`src/rtl/if_reg_if.sv`:
```
// if_reg_if: instruction fetch bus between the IF stage (master) and the bus interface (slave).
interface if_reg_if;
    logic [29:0] fetch_addr;
    logic        fetch_as_;
    logic        fetch_rw;
    logic [31:0] insn;
    modport master (output fetch_addr, fetch_as_, fetch_rw, input insn);
    modport slave  (input fetch_addr, fetch_as_, fetch_rw, output insn);
endinterface

```
`src/rtl/if_reg.sv`:
```
// if_reg: IF-stage PC sequencer and IF/ID pipeline register with stall-safe redirect buffering.
// Optional perf counters enabled by defining IF_PERF_CNT_EN.
module if_reg #(
    parameter logic [29:0] RESET_VECTOR = 30'h0,
    parameter logic [31:0] NOP_INSN     = 32'h0000_0000
) (
    input  logic        clk,
    input  logic        reset_,
    input  logic        stall,
    input  logic        flush,
    input  logic [29:0] new_pc,
    input  logic        br_taken,
    input  logic [29:0] br_addr,
    if_reg_if.master    bus,
    output logic [29:0] if_pc,
    output logic [31:0] if_insn,
    output logic        if_en,
    output logic [31:0] perf_fetch,
    output logic [31:0] perf_stall
);
    localparam logic READ = 1'b1;
    typedef enum logic {RUN, HOLD_REDIR} state_e;
    state_e      state_q, state_d;
    logic [29:0] fetch_pc_q, fetch_pc_d, if_pc_q, if_pc_d, pend_addr_q, pend_addr_d;
    logic [31:0] if_insn_q, if_insn_d;
    logic        fetch_as_q, fetch_as_d, if_en_q, if_en_d, pend_vld_q, pend_vld_d;
    logic        hold, adv;
    // The cycle before the strobe first asserts holds like a stall: nothing fetched yet.
    always_comb begin
        hold        = stall | fetch_as_q;
        adv         = !flush && !hold;
        fetch_as_d  = 1'b0;
        fetch_pc_d  = fetch_pc_q;
        if_pc_d     = if_pc_q;
        if_insn_d   = if_insn_q;
        if_en_d     = if_en_q;
        pend_vld_d  = pend_vld_q;
        pend_addr_d = pend_addr_q;
        state_d     = state_q;
        if (flush) begin
            fetch_pc_d = new_pc;
            if_pc_d    = new_pc;
            if_insn_d  = NOP_INSN;
            if_en_d    = 1'b0;
            pend_vld_d = 1'b0;
            state_d    = RUN;
        end else if (hold) begin
            if (br_taken) begin
                pend_addr_d = br_addr;
                pend_vld_d  = 1'b1;
                state_d     = HOLD_REDIR;
            end
        end else begin
            if_insn_d  = bus.insn;
            if_pc_d    = fetch_pc_q;
            if_en_d    = 1'b1;
            fetch_pc_d = br_taken ? br_addr : pend_vld_q ? pend_addr_q : fetch_pc_q + 30'd1;
            pend_vld_d = 1'b0;
            state_d    = RUN;
        end
    end
    always_ff @(posedge clk or negedge reset_) begin
        if (!reset_) begin
            fetch_pc_q  <= RESET_VECTOR;
            fetch_as_q  <= 1'b1;
            if_pc_q     <= RESET_VECTOR;
            if_insn_q   <= NOP_INSN;
            if_en_q     <= 1'b0;
            pend_vld_q  <= 1'b0;
            pend_addr_q <= '0;
            state_q     <= RUN;
        end else begin
            fetch_pc_q  <= fetch_pc_d;
            fetch_as_q  <= fetch_as_d;
            if_pc_q     <= if_pc_d;
            if_insn_q   <= if_insn_d;
            if_en_q     <= if_en_d;
            pend_vld_q  <= pend_vld_d;
            pend_addr_q <= pend_addr_d;
            state_q     <= state_d;
        end
    end
    assign bus.fetch_addr = fetch_pc_q;
    assign bus.fetch_as_  = fetch_as_q;
    assign bus.fetch_rw   = READ;
    assign if_pc          = if_pc_q;
    assign if_insn        = if_insn_q;
    assign if_en          = if_en_q;
`ifdef IF_PERF_CNT_EN
    logic [31:0] perf_fetch_q, perf_fetch_d, perf_stall_q, perf_stall_d;
    always_comb begin
        perf_fetch_d = (adv && ~&perf_fetch_q) ? perf_fetch_q + 32'd1 : perf_fetch_q;
        perf_stall_d = (stall && !flush && ~&perf_stall_q) ? perf_stall_q + 32'd1 : perf_stall_q;
    end
    always_ff @(posedge clk or negedge reset_) begin
        if (!reset_) begin
            perf_fetch_q <= '0;
            perf_stall_q <= '0;
        end else begin
            perf_fetch_q <= perf_fetch_d;
            perf_stall_q <= perf_stall_d;
        end
    end
    assign perf_fetch = perf_fetch_q;
    assign perf_stall = perf_stall_q;
`else
    logic unused_adv;
    assign unused_adv = adv;
    assign perf_fetch = 32'h0;
    assign perf_stall = 32'h0;
`endif
endmodule

```
`src/flat_wrapper.sv`:
```
// flat-port wrapper written by rule: the top's interface ports become plain ports
module if_reg_flat 
#(
    parameter logic [29:0] RESET_VECTOR = 30'h0,
    parameter logic [31:0] NOP_INSN     = 32'h0000_0000
)
  (clk, reset_, stall, flush, new_pc, br_taken, br_addr, if_pc, if_insn, if_en, perf_fetch, perf_stall, bus_fetch_addr, bus_fetch_as_, bus_fetch_rw, bus_insn);
  if_reg_if bus_i ();
  input  logic clk;
  input  logic reset_;
  input  logic stall;
  input  logic flush;
  input  logic [29:0] new_pc;
  input  logic br_taken;
  input  logic [29:0] br_addr;
  output logic [29:0] if_pc;
  output logic [31:0] if_insn;
  output logic if_en;
  output logic [31:0] perf_fetch;
  output logic [31:0] perf_stall;
  output wire logic [$bits(bus_i.fetch_addr)-1:0] bus_fetch_addr;
  output wire logic [$bits(bus_i.fetch_as_)-1:0] bus_fetch_as_;
  output wire logic [$bits(bus_i.fetch_rw)-1:0] bus_fetch_rw;
  input wire logic [$bits(bus_i.insn)-1:0] bus_insn;
  assign bus_fetch_addr = bus_i.fetch_addr;
  assign bus_fetch_as_ = bus_i.fetch_as_;
  assign bus_fetch_rw = bus_i.fetch_rw;
  assign bus_i.insn = bus_insn;
  if_reg #(.RESET_VECTOR(RESET_VECTOR), .NOP_INSN(NOP_INSN)) u_core (.clk(clk), .reset_(reset_), .stall(stall), .flush(flush), .new_pc(new_pc), .br_taken(br_taken), .br_addr(br_addr), .bus(bus_i), .if_pc(if_pc), .if_insn(if_insn), .if_en(if_en), .perf_fetch(perf_fetch), .perf_stall(perf_stall));
endmodule
```
`config.mk`:
```
export PLATFORM = sky130hd
export DESIGN_NAME = if_reg_flat
export DESIGN_NICKNAME = d
export VERILOG_FILES = /design/src/rtl/if_reg_if.sv /design/src/rtl/if_reg.sv /design/src/flat_wrapper.sv
export SDC_FILE = /design/constraint.sdc
export NUM_CORES = 1
export LEC_CHECK = 0
export ABC_AREA = 1
export ABC_CLOCK_PERIOD_IN_PS = 3500
export CAP_MARGIN = 10
export CORE_AREA = 2 2 159 114
export DETAILED_ROUTE_END_ITERATION = 10
export DIE_AREA = 0 0 161 116
export PLACE_DENSITY = 0.74
export SLEW_MARGIN = 20
export SYNTH_ARGS = -nofsm -noshare
export SYNTH_HDL_FRONTEND = slang
export SYNTH_SLANG_ARGS = --single-unit
```
`constraint.sdc`:
```
create_clock -name clk -period 3.5 [get_ports clk]
set_clock_uncertainty 0.05 [all_clocks]
set_input_delay 0.525 -clock clk [delete_from_list [all_inputs] [get_ports clk]]
set_output_delay 0.525 -clock clk [all_outputs]
set_load 0.01 [all_outputs]
```
; After elaboration in Yosys (flattened, before gate mapping)
; Cells that the tools add are included.
[op_classes]
addsub = 1
eq_ne = 2
muxes = 13
bitwise = 2
reduce_logical = 1
[ops]
columns = cell, n
row1 = $mux W30, 6
row2 = $mux W32, 2
row3 = $add A30 B1 Y30 const B, 1
row4 = $mux W1, 5
row5 = $ne A3 B3 Y1 const B, 1
row6 = $reduce_and A3 Y1, 1
row7 = $ne A2 B2 Y1 const B, 1
row8 = $not A1 Y1, 1
row9 = $or A1 B1 Y1, 1
[totals]
reg_bits = 125
inputBits = 97
out_inout_bits = 159
wordCells = 26

; Logic depth before layout (Yosys ltp)
; Gate-level depths: netlist (run 1).
[logic_depth]
depth_word = 5
ltp_mapped = 12
mapped_depth_nobuf = 12

; Worst setup path after synthesis (run 1)
; No wires, ideal clock.
[synth_path]
path_kind = in2reg
start = in flush
end = reg u_core.pend_addr_q[0]
setup_time_ps = 128
t_arrival_ps = 1510
t_required_ps = 3322
path_slack_ps = 1812
stages = 5
n_path_buf = 2
path_cell_list = clkbuf_1 > nor2_2 > nand2_1 > buf_2 > mux2_1
[synth_between]
elab_chain_len = 2
[synth_lines]
columns = element, line_no
row1 = from (decl), flat_wrapper.sv:12  ; input logic flush;
row2 = $not A1 Y1 (no line), -
row3 = $reduce_and A3 Y1 (no line), -
row4 = to (signal assigned), if_reg.sv:79  ; pend_addr_q <= pend_addr_d;
row5 = to (decl), if_reg.sv:24  ; logic [29:0] fetch_pc_q, fetch_pc_d, if_pc_q, if_pc_d, pend_addr_q, pend_addr_d;
; Every way passes these cells.
; A chain may end at the register's enable or synchronous reset.

; Worst setup path after layout (run 1)
[layout_path]
start = in stall
end = reg u_core.fetch_pc_q[7] (netlist: u_core.bus.fetch_addr[7])
[layout_between]
elab_chain_len = 2
[layout_lines]
columns = element, line_no
row1 = from (decl), flat_wrapper.sv:11  ; input logic stall;
row2 = $or A1 B1 Y1, if_reg.sv:30  ; hold = stall | fetch_as_q;
row3 = $ne A2 B2 Y1 (no line), -
row4 = to (signal assigned), if_reg.sv:73  ; fetch_pc_q <= fetch_pc_d;
row5 = to (decl), if_reg.sv:24
; Every way passes these cells.

==> results of run 1 <==
## state kept, by name, summed over array words and instances (netlist names)
signal and count:
u_core.pend_vld_q 1, u_core.pend_addr_q 30, u_core.if_en 1, u_core.bus.fetch_as_ 1, u_core.if_insn 32, u_core.if_pc 30
u_core.bus.fetch_addr 30
## final cells by class
class | instances | area, µm² | share of cell area (%)
Clock buffer | 18 | 439 | 4.72
Sequential cell | 125 | 3130 | 33.7
Inverter | 64 | 240 | 2.58
Clock inverter | 14 | 208 | 2.23
Multi-Input combinational cell | 599 | 2980 | 32.0
Timing Repair Buffer | 204 | 2010 | 21.6
Tap cell | 231 | 289 | 3.11
## metrics by stage
step                setup slack [ns]  util, %
floorplan                       1.81        -
detailed placement             0.979     50.8
CTS                             1.37     54.6
global placement                1.04     50.8
global route                    1.22     54.6
finish                          1.34     54.6
## power groups by stage
stage | clock [mW] | sequential [mW] | combinational (mW)
3_5_place_dp | 0 | 1.76 | 0.826
6_report | 1.94 | 1.74 | 0.832
5_1_grt | 2.03 | 1.75 | 0.922
2_1_floorplan | 0 | 1.76 | 0.400
3_3_place_gp | 0 | 1.75 | 0.817
4_1_cts | 1.97 | 1.73 | 0.831
## path summary, 6_finish.rpt
check	end	cells past startpoint	startpoint
hold reg to reg	u_core.if_pc[20]	2	u_core.if_pc[20]
hold / removal	u_core.if_pc[20]	1	reset_
setup / recovery	u_core.bus.fetch_addr[7]	9	stall
max in group asynchronous	u_core.bus.fetch_addr[4]	2	reset_
min in group clk	u_core.if_pc[20]	2	u_core.if_pc[20]
setup reg to reg	u_core.bus.fetch_addr[7]	8	u_core.bus.fetch_as_
## cells in the final DEF (no fill, tap or decap), types with 2 or more instances in the layout
master and n:
nand2_1 232, clkdlybuf4s50_1 188, dfrtp_1 124, conb_1 66
inv_1 62, nand3_1 54, a21oi_1 46, nor2_1 43
o21ai_0 39, a22o_1 32, clkbuf_16 17, buf_4 14
o211ai_1 13, o21ai_1 10, nor2_4 9, o311ai_0 9
mux2_1 8, a21boi_0 8, xor2_1 8, bufinv_16 4
clkinv_4 4, nor2_2 3, o311ai_1 3, o221ai_1 3
inv_6 3, inv_2 2, nand2_4 2, nand2_2 2
nor3_1 2, and2_1 2, clkinvlp_4 2
## cell families after synthesis
kind of cell	count (synthesis)	synth area share [%]
xor gates and xnor gates	9	1.17
muxes	9	1.50
buffers and inverters	171	13.4
DFF	125	46.2
AOI/OAI and AO/OA	164	15.6
adders and majority gates	1	0.185
and+or+nand+nor	350	21.9
other	2	0.111
## routing by layer
metal / vias to the layer above / global-route usage, % / wire length (µm)
li1: 2966 / - / -
met1: 2952 / 36.1 / 10300
met2: 301 / 31.4 / 8610
met3: 8 / 7.48 / 2370
met4: 0 / 3.81 / 89
met5: - / 0 / 0
==> impl_metrics.tcl, run 1 <==
set metrics [dict create \
    clock_sink_count 125 \
    synth-warning-count 0 \
    netlist.area_leader.share_pct 45.9 \
    num_vias 6227 \
    final.min_clock_period_ns 2.16 \
    crit_path_cell_trace "clkdlybuf4s50_1 -> nor2_4 -> inv_2 -> nor2_2 -> inv_2 -> buf_4 -> a21oi_1 -> nand2_1 -> o211ai_1" \
    p_seq_share_pct 38.5 \
    cpMaxStageDelayCell "clkdlybuf4s50_1" \
    yosysSeqAreaShare_pct 46.2 \
    initial_utilization_pct 39.8 \
    first_iter_violations 639 \
    cts.reportedPaths.clkPinSlew_ns 0.06 \
    viasPerCell 4.96 \
    max_slew.worst_pin.slew_ns 0.838 \
    synthArstFlopShare_pct 100 \
    worst_path_largest_cell_delay_ns 0.50 \
    htree_num_levels 4 \
    core.rowCount 40 \
    postRouteAntennaNets 0 \
    max_slew_margin_pct 44.1 \
    die_area_mm2 0.0187 \
    finalMaxSlewViolations 0 \
    synth.distinct_cells 34 \
    yosys-top-cells-area "dfrtp_1 46%, nand2_1 13%, buf_4 7.3%" \
    postCtsHoldBufs 0 \
    worst-path-buf-inv 4 \
    whs_ns 0.0262 \
    worstPathArrival_ns 2.39 \
    syn2layout_area_growth_pct 37.4 \
    grt_pass1_vias 5857 \
    synth-edff-count 0 \
    place_inst 1223 \
    cts_tree "yes" \
    fin_nets 1109 \
    fin_tns_setup_ns 0 \
    wirelength_um 21400 \
    vdd_drop_max_mv 0.275 \
    grt.overflow.total 0 \
    synth_area_leader_cell "dfrtp_1" \
    critPathKind "in2reg" \
    clock_path_buffers 2 \
    grt_start_max_net_pins 72 \
    total_power_mw 4.51 \
    crit_top_cell "inv_2" \
    ioPinCount 256 \
    cts_resized 0 \
    post_synth_instance_area_mm2 0.00677 \
    powerDensity_mw_per_mm2 485 \
    drive_gt1_share_pct 6.64 \
    endpoint_kind "flop" \
    rrSetupSlack_ns 1.42 \
    synthesis.instances 831 \
    netSwitchingPower_mw 1.29 \
    port_buffers 190 \
    fin_cells 1255 \
    hold_class "in2async" \
    finalHoldViolCount 0 \
    intPower_mw 3.22 \
    power_frac_clock_pct 43.0 \
    antenna_found_initial 0 \
    power_frac_comb_pct 18.5 \
    crit_path_max_fanout 20 \
    route.detailed.drc 0 \
    worstPathRequired_ns 3.73 \
    syn_avg_cell_area_um2 8.14 \
    path_delay_family "buffers and inverters" \
    startpoint_type "primary input" \
    die_w_um 161 \
    stdcell_area_mm2 0.00930 \
    synth.top_cells.by_count "232 x nand2_1, 124 x dfrtp_1, 66 x buf_4" \
    cts_root_buf "clkbuf_16" \
    numCtsBuffers 17 \
    cts_setup_buffers 0 \
    core_mm2 0.0170 \
    num_antenna_cells 0 \
    p_leak_nw 4.28 \
    die_h_um 116 \
    ys_seq_elements 125 \
    clk_latency_ns 0.41 \
    switching_share_pct 28.6 \
    nFillCells 1581 \
    grt.total_usage_pct 23.2 \
    grt_pass1_wl_um 33500 \
    rsz0062_at_grt "no" \
    firstDrtPassIters 5 \
    cap_violations 0 \
    setup_viol 0 \
    outcome "finished clean" \
    synth.most_common_cell "nand2_1" \
    synth_flop_cell "dfrtp_1" \
    max_freq_ghz 0.463 \
    gp_congestion 0.969 \
    post-route-period-util_pct 61.7 \
    place_hpwl_um 16100 \
    wl_per_cell_um 17.1 \
    placed_area_mm2 0.00865 \
]
Note: power is estimated with default switching activity, not from simulation.
==> inputs of run 2 (changes only) <==
--- a/config.mk
+++ b/config.mk
@@ -6,7 +6,7 @@
 export NUM_CORES = 1
 export LEC_CHECK = 0
 export ABC_AREA = 1
-export ABC_CLOCK_PERIOD_IN_PS = 3500
+export ABC_CLOCK_PERIOD_IN_PS = 1990
 export CAP_MARGIN = 10
 export CORE_AREA = 2 2 159 114
 export DETAILED_ROUTE_END_ITERATION = 10
==> constraint.sdc (replaced) <==
create_clock -name clk -period 1.99 [get_ports clk]
set_clock_uncertainty 0.05 [all_clocks]
set_input_delay 0.2985 -clock clk [delete_from_list [all_inputs] [get_ports clk]]
set_output_delay 0.2985 -clock clk [all_outputs]
set_load 0.01 [all_outputs]
==> impl_metrics.tcl, run 2 (same netlist as run 1, synthesis figures left out) <==
set metrics [dict create \
    outcome "finished clean" \
    first_iter_violations 692 \
    netSwitchingPower_mw 2.28 \
    crit_path_cell_trace "buf_4 -> clkdlybuf4s50_1" \
    cts.reportedPaths.clkPinSlew_ns 0.06 \
    fin_nets 1129 \
    nFillCells 1569 \
    core.rowCount 40 \
    viasPerCell 4.99 \
    worst_path_largest_cell_delay_ns 0.54 \
    die_area_mm2 0.0187 \
    place_inst 1242 \
    endpoint_kind "output pin" \
    antenna_found_initial 0 \
    cts_tree "yes" \
    max_slew_margin_pct 60.3 \
    cpMaxStageDelayCell "clkdlybuf4s50_1" \
    max_freq_ghz 0.512 \
    initial_utilization_pct 39.8 \
    wl_per_cell_um 17.0 \
    die_h_um 116 \
    die_w_um 161 \
    regArea_mm2 0.00313 \
    largest_register_ffs 32 \
    fin_cells 1275 \
    post-route-period-util_pct 98.1 \
    grt.total_usage_pct 23.7 \
    use_met3_pct 8.38 \
    fin_tns_setup_ns 0 \
    num_vias 6359 \
    gp_congestion 0.989 \
    drive_gt1_share_pct 8.91 \
    rsz0062_at_grt "no" \
    top_usage_layer "met1" \
    finalHoldViolCount 0 \
    syn2layout_area_growth_pct 40.2 \
    final.min_clock_period_ns 1.95 \
    numCtsBuffers 17 \
    grt_pass1_wl_um 33900 \
    cts_root_buf "clkbuf_16" \
    startpoint_type "flop" \
    globalRouteMet1Util_pct 35.4 \
    num_antenna_cells 0 \
    powerDensity_mw_per_mm2 824 \
    vdd_drop_max_mv 0.396 \
    htree_num_levels 4 \
    grt_pass1_vias 5957 \
    worst-path-buf-inv 2 \
    finalMaxSlewViolations 0 \
    intPower_mw 5.54 \
    multiInputGateArea_mm2 0.00299 \
    power_frac_comb_pct 19.8 \
    p_seq_share_pct 38.9 \
    cap_violations 0 \
    critPathKind "reg2out" \
    switching_share_pct 29.1 \
    wirelength_um 21700 \
    path_delay_family "buffers and inverters" \
    place_hpwl_um 16600 \
    grt.overflow.total 0 \
    clk_latency_ns 0.42 \
    clock_path_buffers 2 \
    port_buffers 190 \
    core_mm2 0.0170 \
    worstPathArrival_ns 1.60 \
    grt_start_max_net_pins 42 \
    setup_viol 0 \
    ioPinCount 256 \
    worstPathRequired_ns 1.64 \
    firstDrtPassIters 5 \
    final_common_cell "nand2_1" \
    power_frac_clock_pct 41.3 \
    p_leak_nw 4.37 \
    layout_common_cells "232 x nand2_1, 188 x clkdlybuf4s50_1, 121 x dfrtp_1" \
    cts_setup_buffers 0 \
    grtUsageMet2_pct 32.9 \
    postRouteAntennaNets 0 \
    max_slew.worst_pin.slew_ns 0.590 \
    route.detailed.drc 0 \
    crit_path_max_fanout 4 \
    clock_sink_count 125 \
    hold_class "in2reg" \
]
## run 2: path summary, 6_finish.rpt
kind / from / endpoint / slack (ns) / cells after the start
min in group asynchronous: reset_ / u_core.if_en / 0.31 / 2
min reg2reg: u_core.if_pc[13] / u_core.if_pc[13] / 0.43 / 2
max: u_core.bus.fetch_addr[12] / bus_fetch_addr[12] / 0.04 / 2
max in group asynchronous: reset_ / u_core.bus.fetch_addr[2] / 1.02 / 3
min: flush / u_core.if_en / 0.25 / 2
max reg2reg: u_core.bus.fetch_addr[20] / u_core.bus.fetch_addr[25] / 0.14 / 9
## run 2: layout make-up
| cell class | instances | share of cell area [%] |
|---|---|---|
| sequential | 125 | 33.0 |
| multi-input combinational | 599 | 31.6 |
| timing repair buffer | 224 | 23.4 |
| clock buffer | 17 | 4.49 |
| tap | 231 | 3.05 |
| inverter | 64 | 2.53 |
| clock inverter | 15 | 1.98 |
## run 2: what timing repair did
item,4_1_cts,5_1_grt
hold buffers,1,0
endpoints found under the setup margin,0,4
gates resized for setup,0,7
endpoints found under the hold margin,23,0
## run 2: layer usage
layer  share of wire (%)  wire (µm)
met1                  47      10100
met4                0.74        161
met5                   0          0
met3                  12       2510
met2                  41       8950
## run 2: metrics by stage
| step | cell area (µm²) | util, % | hold slack (ns) | worst slack, ns | power [mW] |
|---|---|---|---|---|---|
| after floorplan | 7010 | - | -0.0471 | 0.389 | 3.80 |
| after global placement | 8840 | 52.0 | 0.213 | -0.0218 | 4.58 |
| after detailed placement | 8840 | 52.0 | 0.210 | -0.0309 | 4.60 |
| after CTS | 9470 | 55.6 | 0.250 | 0.0497 | 7.84 |
| after global routing | 9480 | 55.7 | 0.309 | 0.00526 | 8.18 |
| final | 9480 | 55.7 | 0.252 | 0.0376 | 7.82 |
## run 2: power by group through the flow
stage	sequential [mW]	combinational (mW)	clock, mW
after detailed placement	3.07	1.53	0
after CTS	3.03	1.55	3.27
final	3.04	1.55	3.23
after global placement	3.07	1.51	0
after floorplan	3.09	0.704	0
after global routing	3.07	1.71	3.40
